$ cat src/rtl/weight_loader.sv
// Weight loader: accepts a row-major weight stream, stages one row at a time
// and strobes it into the systolic array row by row.

// One staging register per column; holds its value until that column is rewritten.
module weight_slot #(
  parameter int WEIGHT_WIDTH = 8
) (
  input  logic                    clk,
  input  logic                    rst,
  input  logic                    wr,
  input  logic [WEIGHT_WIDTH-1:0] d,
  output logic [WEIGHT_WIDTH-1:0] q
);
  // Capture the beat when this slot is addressed.
  always_ff @(posedge clk or posedge rst) begin
    if (rst)     q <= '0;
    else if (wr) q <= d;
  end
endmodule

module weight_loader #(
  parameter int WEIGHT_WIDTH = 8,
  parameter int N            = 4
) (
  input  logic                           clk,
  input  logic                           rst,
  input  logic                           start,
  input  logic                           abort,
  input  logic                           w_valid,
  output logic                           w_ready,
  input  logic signed [WEIGHT_WIDTH-1:0] w_data,
  output logic [N*WEIGHT_WIDTH-1:0]      weight_o,
  output logic [N-1:0]                   load_en_o,
  output logic                           busy,
  output logic                           done
);
  localparam int CW = (N > 1) ? $clog2(N) : 1;
  localparam logic [CW-1:0] LAST = CW'(N-1);

  typedef enum logic [1:0] {IDLE, FILL, COMMIT, DONE} state_t;

  state_t        state, state_nx;
  logic [CW-1:0] col_cnt, col_nx, row_cnt, row_nx;
  logic          accept;
  logic [N-1:0]  wr_en;

  // State and counter registers.
  always_ff @(posedge clk or posedge rst) begin
    if (rst) begin
      state   <= IDLE;
      col_cnt <= '0;
      row_cnt <= '0;
    end else begin
      state   <= state_nx;
      col_cnt <= col_nx;
      row_cnt <= row_nx;
    end
  end

  // Next-state and outputs; abort in any busy state masks every strobe
  // for that cycle and returns to IDLE with the counters cleared.
  always_comb begin
    state_nx  = state;
    col_nx    = col_cnt;
    row_nx    = row_cnt;
    w_ready   = 1'b0;
    load_en_o = '0;
    done      = 1'b0;
    accept    = 1'b0;
    case (state)
      IDLE: begin
        if (start && !abort) begin
          state_nx = FILL;
          col_nx   = '0;
          row_nx   = '0;
        end
      end
      FILL: begin
        if (abort) begin
          state_nx = IDLE;
          col_nx   = '0;
          row_nx   = '0;
        end else begin
          w_ready = 1'b1;
          if (w_valid) begin
            accept = 1'b1;
            if (col_cnt == LAST) begin
              col_nx   = '0;
              state_nx = COMMIT;
            end else begin
              col_nx = col_cnt + 1'b1;
            end
          end
        end
      end
      COMMIT: begin
        if (abort) begin
          state_nx = IDLE;
          col_nx   = '0;
          row_nx   = '0;
        end else begin
          load_en_o = N'(1) << row_cnt;
          if (row_cnt == LAST) begin
            state_nx = DONE;
          end else begin
            row_nx   = row_cnt + 1'b1;
            state_nx = FILL;
          end
        end
      end
      DONE: begin
        done     = !abort;
        state_nx = IDLE;
        col_nx   = '0;
        row_nx   = '0;
      end
      default: state_nx = IDLE;
    endcase
  end

  assign busy = (state != IDLE);

  // Per-column staging; weight_o is the raw register contents, so after a
  // commit it shows a mix of old and new weights until the row refills.
  for (genvar c = 0; c < N; c++) begin : g_slot
    assign wr_en[c] = accept && (col_cnt == CW'(c));
    weight_slot #(.WEIGHT_WIDTH(WEIGHT_WIDTH)) u_slot (
      .clk (clk),
      .rst (rst),
      .wr  (wr_en[c]),
      .d   (w_data),
      .q   (weight_o[c*WEIGHT_WIDTH +: WEIGHT_WIDTH])
    );
  end
endmodule

$ cat config.mk
export PLATFORM = sky130hd
export DESIGN_NAME = weight_loader
export DESIGN_NICKNAME = d
export VERILOG_FILES = /design/src/rtl/weight_loader.sv
export SDC_FILE = /design/constraint.sdc
export NUM_CORES = 1
export LEC_CHECK = 0
export BUFFER_PORTS_ARGS = -buffer_cell sky130_fd_sc_hd__clkbuf_2
export CORE_UTILIZATION = 52
export DETAILED_ROUTE_END_ITERATION = 10
export HOLD_SLACK_MARGIN = 0.05
export MAX_ROUTING_LAYER = met4
export PLACE_DENSITY = 0.78
export SLEW_MARGIN = 15
export SYNTH_ARGS = -nofsm -noshare
export SYNTH_HDL_FRONTEND = slang
export SYNTH_SLANG_ARGS = --single-unit
export TNS_END_PERCENT = 1
$ cat constraint.sdc
create_clock -name clk -period 2.05 [get_ports clk]
set_clock_uncertainty 0.1 [all_clocks]
set_input_delay 0.1025 -clock clk [delete_from_list [all_inputs] [get_ports clk]]
set_output_delay 0.1025 -clock clk [all_outputs]
set_load 0.02 [all_outputs]
==> results.md, run 1 <==
- Vias in the first global route: around 1.2k
- Mean cell area of the mapped netlist: approximately 15 um2
- N_diodes: 0
- Primary FF master, synth: dfrtp_1
- Synth top area cells: dfrtp_1 50%, mux2_4 25%, ha_1 5.2%
- Crit path max fanout: 12
- Clock Latency Late Sink: 280 ps
- Clk buf depth: 2
- Layout cells sized above 1: 0.5000
- Max stage delay on crit path: 540 ps
- CTS Sinks: 38
- # fillers: 253
- Most frequent cells in the layout: 51 x clkbuf_2, 38 x dfrtp_1, 32 x mux2_4
- Die Height: around 63 um
- Static leakage: 1.283 nW
- Worst Tran Pin Value: 567.7 ps
- Seq/Total Area, Yosys: 0.4971
- Worst setup SP type: register
- Final WL: 3.996 mm
- Setup TNS: 0 ps
- PwrDens: 847.4 nW/um2
- WHS: about 49 ps
- Crit end category: output pin
- Final worst path period share: 0.9283
- Core region area: 3442 um2
- Type of the worst min-delay path: input pin to register
- Min cycle time layout: 1903 ps
- Post-layout util: 0.6983
- RSZ-0062 raised after global routing: false
- Leading cell type in the layout, fill and taps excluded: clkbuf_2
- Setup Viol. Count Final: 0
- WP data arrival: 1700 ps
- Post-synthesis register bit count: 38
- Vias/cell: 5.190
- Starting DRT DRC Count: 73
- Switching Share: 0.3124
- Antenna Violating Nets Remaining: 0
- Internal power: ~1.4 mW
- Hold Vio Cnt, Final: 0
- Maximum number of pins on one net before global-route repair: 39
- Port Buffer Count: 51
- Mapped Cells: 129
- Maximum vdd drop: roughly 0.4 mV
- Post-DP Area: approximately 2200 um2
- DRC Markers: 0
- H-Tree Depth: 2
- IO Count: 52
- CP max-delay cell: nor3b_1
- Crit Path Class: register to output pin
- Total track usage: 0.2229
- Reg area: 950.9 um2
- Global-route wire length before repair: 6.417 mm
- Worst EP required: approximately 1900 ps
- Combinational share of power: 0.270
- Pins over their slew limit: 0
- Via count: around 1.3k
- DR WL/cell: around 17 um
- Final net count: 216
- Area of the multi-input gates: 899.6 um2
- Initial antenna violation count: 0
- Yosys warns: 0
- Area leader, netlist: dfrtp_1
- CTS tree: built
- Max-cap violations: 0
- Clk Tree Root Cell: clkbuf_8
- Netlist cell types: 28
- Die area: 3926 um2
- Dpl hpwl: 2.823 mm
- Flop pwr share: 0.465
- Achievable clock frequency: 525.5 MHz
- CTS Buf Count: 5
- P_sw: 0.6362 mW
- Top cell type's share of synthesized area: 0.4971
- 1st-pass router iterations: 4
- Power, Total: 2.037 mW
- Standard-cell rows: 21
- Max-slew headroom: 0.6207
- Mapped Area: 1913 um2
- Grt total ovfl: 0
- Cell area after layout: 2404 um2
- Area grow syn2layout: 25.64%
- Starting Density: 0.5558
- Clk slew on worst S/H paths: 80 ps
- GPL Wtd Cong: roughly 0.85
- Worst-path cell chain: nor3b_1 -> and2_1 -> clkbuf_2
- Width of the die: 62.66 um
- Net Count, Synth: 150
- Clk pwr share: 0.264
- EDFF count, synth: 0
- FFs w/ async S/R, synth: 1.000
- Outcome: completed
==> critical path: cells and delay by family, from the launching register on <==
kind / cells / cell delay [ps]
AND/OR/NAND/NOR: 2 / 750
flip-flops: 1 / 490
buffers and inverters: 1 / 170
==> power by group through the flow <==
stage	logic [mW]	clock network, mW	registers, mW
floorplan	0.234	0	1.08
global placement	0.523	0	0.955
global route	0.581	0.583	0.962
detailed placement	0.539	0	0.961
finish	0.551	0.538	0.948
CTS	0.556	0.548	0.948
==> layer usage <==
metal  track usage  vias to the layer above  wire, um
met3       0.05109                        4       164
met1        0.2731                      635      1740
met2        0.3709                       34      2059
met5             -                        -         0
met4       0.05814                        0        31
li1              -                      583         -
==> flip-flops by register name, summed over array words and instances, names as in the netlist <==
signal and flops:
col_cnt 2, g_slot.u_slot.q 32, row_cnt 2, state 2
==> cell type report <==
cell class                      count  share of cell area
Tap cell                           46             0.02395
Clock buffer                        6             0.03436
Clock inverter                      2            0.005206
Timing Repair Buffer               63              0.1541
Inverter                            8             0.01249
Sequential cell                    38              0.3956
Multi-Input combinational cell     79              0.3743
==> final timing paths <==
| check | startpoint | slack [ps] | end | cells after the start |
|---|---|---|---|---|
| setup / recovery | state[0]$_DFFE_PP0P_ | 150 | load_en_o[1] | 3 |
| hold / removal | abort | 50 | state[1]$_DFFE_PP0P_ | 2 |
| setup reg to reg | state[0]$_DFFE_PP0P_ | 380 | g_slot[3].u_slot.q[5]$_DFFE_PP0P_ | 3 |
| hold reg to reg | g_slot[1].u_slot.q[3]$_DFFE_PP0P_ | 410 | g_slot[1].u_slot.q[3]$_DFFE_PP0P_ | 1 |
| max in group asynchronous | rst | 1160 | g_slot[0].u_slot.q[6]$_DFFE_PP0P_ | 4 |
| min in group asynchronous | rst | 360 | row_cnt[1]$_DFFE_PP0P_ | 4 |
==> synthesized netlist by cell type, types with 2 or more instances <==
| cell | number |
|---|---|
| nand2_8 | 4 |
| mux2_4 | 32 |
| ha_1 | 8 |
| nor3b_1 | 4 |
| nand2b_1 | 4 |
| inv_1 | 8 |
| dfrtp_1 | 38 |
| and2_1 | 4 |
| nand3_1 | 2 |
| nor3_1 | 2 |
| a21oi_1 | 3 |
| nor2_1 | 3 |
| clkbuf_1 | 2 |
==> what timing repair did <==
action / CTS / global route
hold endpoints to repair: 71 / 0
hold buffers: 10 / 0
resized for setup: 0 / 0
setup buffers: 0 / 0
==> through the flow <==
stage,setup WS (ps),cells
6_report,146.9,242
5_1_grt,40.96,242
4_1_cts,142.8,242
3_5_place_dp,400.4,224
3_3_place_gp,434.8,224
2_1_floorplan,498.9,129
==> kinds of logic after synthesis <==
| kind of cell | count (synthesis) | share of synthesized area |
|---|---|---|
| and+or+nand+nor | 27 | 0.1203 |
| DFF | 38 | 0.4971 |
| muxes | 33 | 0.2564 |
| adders and majority gates | 8 | 0.05232 |
| buffers and inverters | 12 | 0.03270 |
| AOI/OAI and AO/OA | 10 | 0.03663 |
| xor gates and xnor gates | 1 | 0.004579 |
Note: power is estimated with default switching activity, not from simulation.
==> inputs of run 2 (changes only) <==
--- a/config.mk
+++ b/config.mk
@@ -14,5 +14,6 @@
 export SLEW_MARGIN = 15
 export SYNTH_ARGS = -nofsm -noshare
 export SYNTH_HDL_FRONTEND = slang
+export SYNTH_HIERARCHICAL = 1
 export SYNTH_SLANG_ARGS = --single-unit
 export TNS_END_PERCENT = 1
==> run 2 against run 1 <==
Compared with the run above: first-iteration DRC count is 12% higher; cell count up 0.41%; largest cell class unchanged; count of clock-buffer cells in the layout is 1 lower; utilization shrank 1.4 points; clock power down 34%; critical endpoint is now g_slot[3].u_slot/q[6]$_DFFE_PP0P_; hold slack better by 100 ps; largest power group unchanged; die area decreased by 0.45%.
==> results.md, run 2 <==
- Outcome: completed
- Mapped Cells: 130 (+0.78%)
- WP data arrival: 2010 ps (+310 ps)
- Setup Viol. Count Final: 0 (unchanged)
- N_diodes: 0 (unchanged)
- Top cell type's share of synthesized area: 0.4993 (+0.002286)
- Hold Vio Cnt, Final: 0 (unchanged)
- Clk Tree Root Cell: clkbuf_4
- Min cycle time layout: 1885 ps (-18.01 ps)
- Total track usage: 0.2353 (+0.01244)
- Final net count: 218 (+0.93%)
- Vias in the first global route: 1328 (+6.4%)
- Post-Place Cells: 224 (unchanged)
- R2R Setup Slk: 160 ps (-220 ps)
- Port Buffer Count: 51 (unchanged)
- Initial antenna violation count: 0 (unchanged)
- Crit Path Class: register to register
- Starting DRT DRC Count: 82 (+12%)
- Antenna Violating Nets Remaining: 0 (unchanged)
- Achievable clock frequency: 530.5 MHz (+0.96%)
- Type of the worst min-delay path: input pin to register
- Mean cell area of the mapped netlist: 14.65 um2 (-1.2%)
- Area leader, netlist: dfrtp_1
- Yosys warns: 6 (+6)
- Clk slew on worst S/H paths: 100 ps (+20 ps)
- Post_cts resized: 0 (unchanged)
- RSZ-0062 raised after global routing: false
- Starting Density: 0.5575 (+0.001711)
- IO Count: 52 (unchanged)
- Die area: 3908 um2 (-0.45%)
- Pins over their slew limit: 0 (unchanged)
- Reg-to-Reg Start: state[0]$_DFFE_PP0P_
- H-Tree Depth: 2 (unchanged)
- Clk buf depth: 2 (unchanged)
- Die Height: 62.52 um (-0.22%)
- CTS tree: built
- 1st-pass router iterations: 4 (unchanged)
- Top cells by count, synth: 38 x dfrtp_1, 32 x mux2_4, 10 x inv_1
- Static leakage: 1.269 nW (-1.1%)
- Layout cells sized above 1: 0.5076 (+0.007614)
- Grt total ovfl: 0 (unchanged)
- CTS Sinks: 38 (unchanged)
- Via count: 1234 (-1.8%)
- Reg-to-Reg End: g_slot[3].u_slot/q[6]$_DFFE_PP0P_
- Setup TNS: 0 ps (unchanged)
- Seq/Total Area, Yosys: 0.4993 (+0.002286)
- Dpl hpwl: 2.852 mm (+1.0%)
- PwrDens: 808.9 nW/um2 (-4.5%)
- Core region area: 3416 um2 (-0.76%)
- Crit path max fanout: 10 (-2)
- Crit end category: register
- DRC Markers: 0 (unchanged)
- Worst EP required: 2170 ps (+320 ps)
- GPL Wtd Cong: 0.8123 (-4.5%)
- Area grow syn2layout: 22.73%
- Most frequent cells in the layout: 51 x clkbuf_2, 38 x dfrtp_1, 32 x mux2_4
- FFs w/ async S/R, synth: 1.000 (unchanged)
- Worst setup SP type: register
- Netlist cell types: 26 (-7.1%)
- Vias/cell: 5.078 (-2.2%)
- Max-slew headroom: 0.7683 (+0.1476)
- Global-route wire length before repair: 6.630 mm (+3.3%)
- Most common cell in the netlist: dfrtp_1
- Maximum vdd drop: 0.2797 mV (-30%)
- Max-cap violations: 0 (unchanged)
- Post-synthesis register bit count: 38 (unchanged)
- Final WL: 4.029 mm (+0.83%)
- Worst Setup EP: g_slot[3].u_slot/q[6]$_DFFE_PP0P_
- DR WL/cell: 16.58 um (+0.41%)
- Max reg flops: 32 (unchanged)
- Clock Latency Late Sink: 330 ps (+50 ps)
- Width of the die: 62.52 um (-0.22%)
- Crit. Startpoint: state[0]$_DFFE_PP0P_
- Synth top area cells: dfrtp_1 50%, mux2_4 25%, ha_1 5.3%
- Biggest register: g_slot.u_slot/q
- Mapped Area: 1904 um2 (-0.46%)
- Finished Layout Cells: 243 (+0.41%)
- EDFF count, synth: 0 (unchanged)
- Leading cell type in the layout, fill and taps excluded: clkbuf_2
- Maximum number of pins on one net before global-route repair: 12 (-69%)
- Standard-cell rows: 21 (unchanged)
- Final worst path period share: 0.9196 (-0.008783)
- Worst Tran Pin Value: 347.2 ps (-220.5 ps)
- Net Count, Synth: 151 (+0.67%)
- CTS Buf Count: 5 (unchanged)
- Primary FF master, synth: dfrtp_1
- Reg2reg path depth: 4 (+1)
==> run 2: cell types whose count changed after synthesis, sizes merged, moves of 2 or more <==
cell    previous run  this run
and3               0         6
buf                2         6
nand2b             4         0
nand2              4         1
and3b              0         2
inv                8        10
nor3               2         0
==> run 2: area by class of cell <==
type	instances	area, um2
Clock buffer	5	37.54
Clock inverter	2	10.01
Fill cell	253	1079
Inverter	10	37.54
Multi-Input combinational cell	75	838.3
Sequential cell	38	950.9
Tap cell	46	57.56
Timing Repair Buffer	67	405.4
==> run 2: logic make-up (layout without fill, tap and decap cells) <==
family	Yosys count	in the layout	share of synthesized area
buf+inv	17	84	0.06045
fa+ha+maj	8	8	0.05256
mux	32	32	0.2523
compound gates	9	9	0.03483
simple gates	26	26	0.1005
flops	38	38	0.4993
==> run 2: routing by layer <==
| metal | track usage | vias to the layer above | wire length [um] |
|---|---|---|---|
| li1 | - | 576 | - |
| met1 | 0.2838 | 612 | 1765 |
| met2 | 0.3886 | 41 | 2037 |
| met3 | 0.06204 | 5 | 183 |
| met4 | 0.06686 | 0 | 44 |
| met5 | - | - | 0 |
==> run 2: worst min-delay path by stage <==
stage	startpoint	end	slack (ps)	cells past startpoint
2_1_floorplan	rst	col_cnt[0]$_DFFE_PP0P_	-210	1
6_report	start	col_cnt[0]$_DFFE_PP0P_	150	4
3_5_place_dp	rst	col_cnt[1]$_DFFE_PP0P_	-8	2
4_1_cts	start	col_cnt[0]$_DFFE_PP0P_	140	4
5_1_grt	start	col_cnt[1]$_DFFE_PP0P_	180	4
3_3_place_gp	rst	col_cnt[0]$_DFFE_PP0P_	-20	2
==> run 2: timing repair <==
item,CTS,global route
hold endpoints to repair,74,0
hold buffers,12,0
buffers inserted,0,0
==> run 2: worst max-delay path: stages, from the launching register on <==
cell	delay, ps
dfrtp_1	540
nor3b_4	410
and3_1	220
buf_4	190
mux2_4	320
==> run 2: metrics by stage <==
step           utilization  setup slack [ps]  total power [mW]  hold WS [ps]  instance area, um2
6_report            0.6842             164.9             1.891         153.6                2337
5_1_grt             0.6842             72.96             1.990         182.5                2337
4_1_cts             0.6842             170.6             1.903         142.3                2337
3_5_place_dp        0.6352             186.0             1.524        -8.106                2170
3_3_place_gp        0.6352             283.3             1.501        -16.91                2170
2_1_floorplan            -             271.8             1.335        -206.5                1904
==> run 2: power breakdown <==
part           total, mW  switching [mW]  internal (mW)
Sequential         0.957          0.0830          0.874
Clock              0.356           0.233          0.123
Combinational      0.578           0.302          0.276
Total               1.89           0.617           1.27
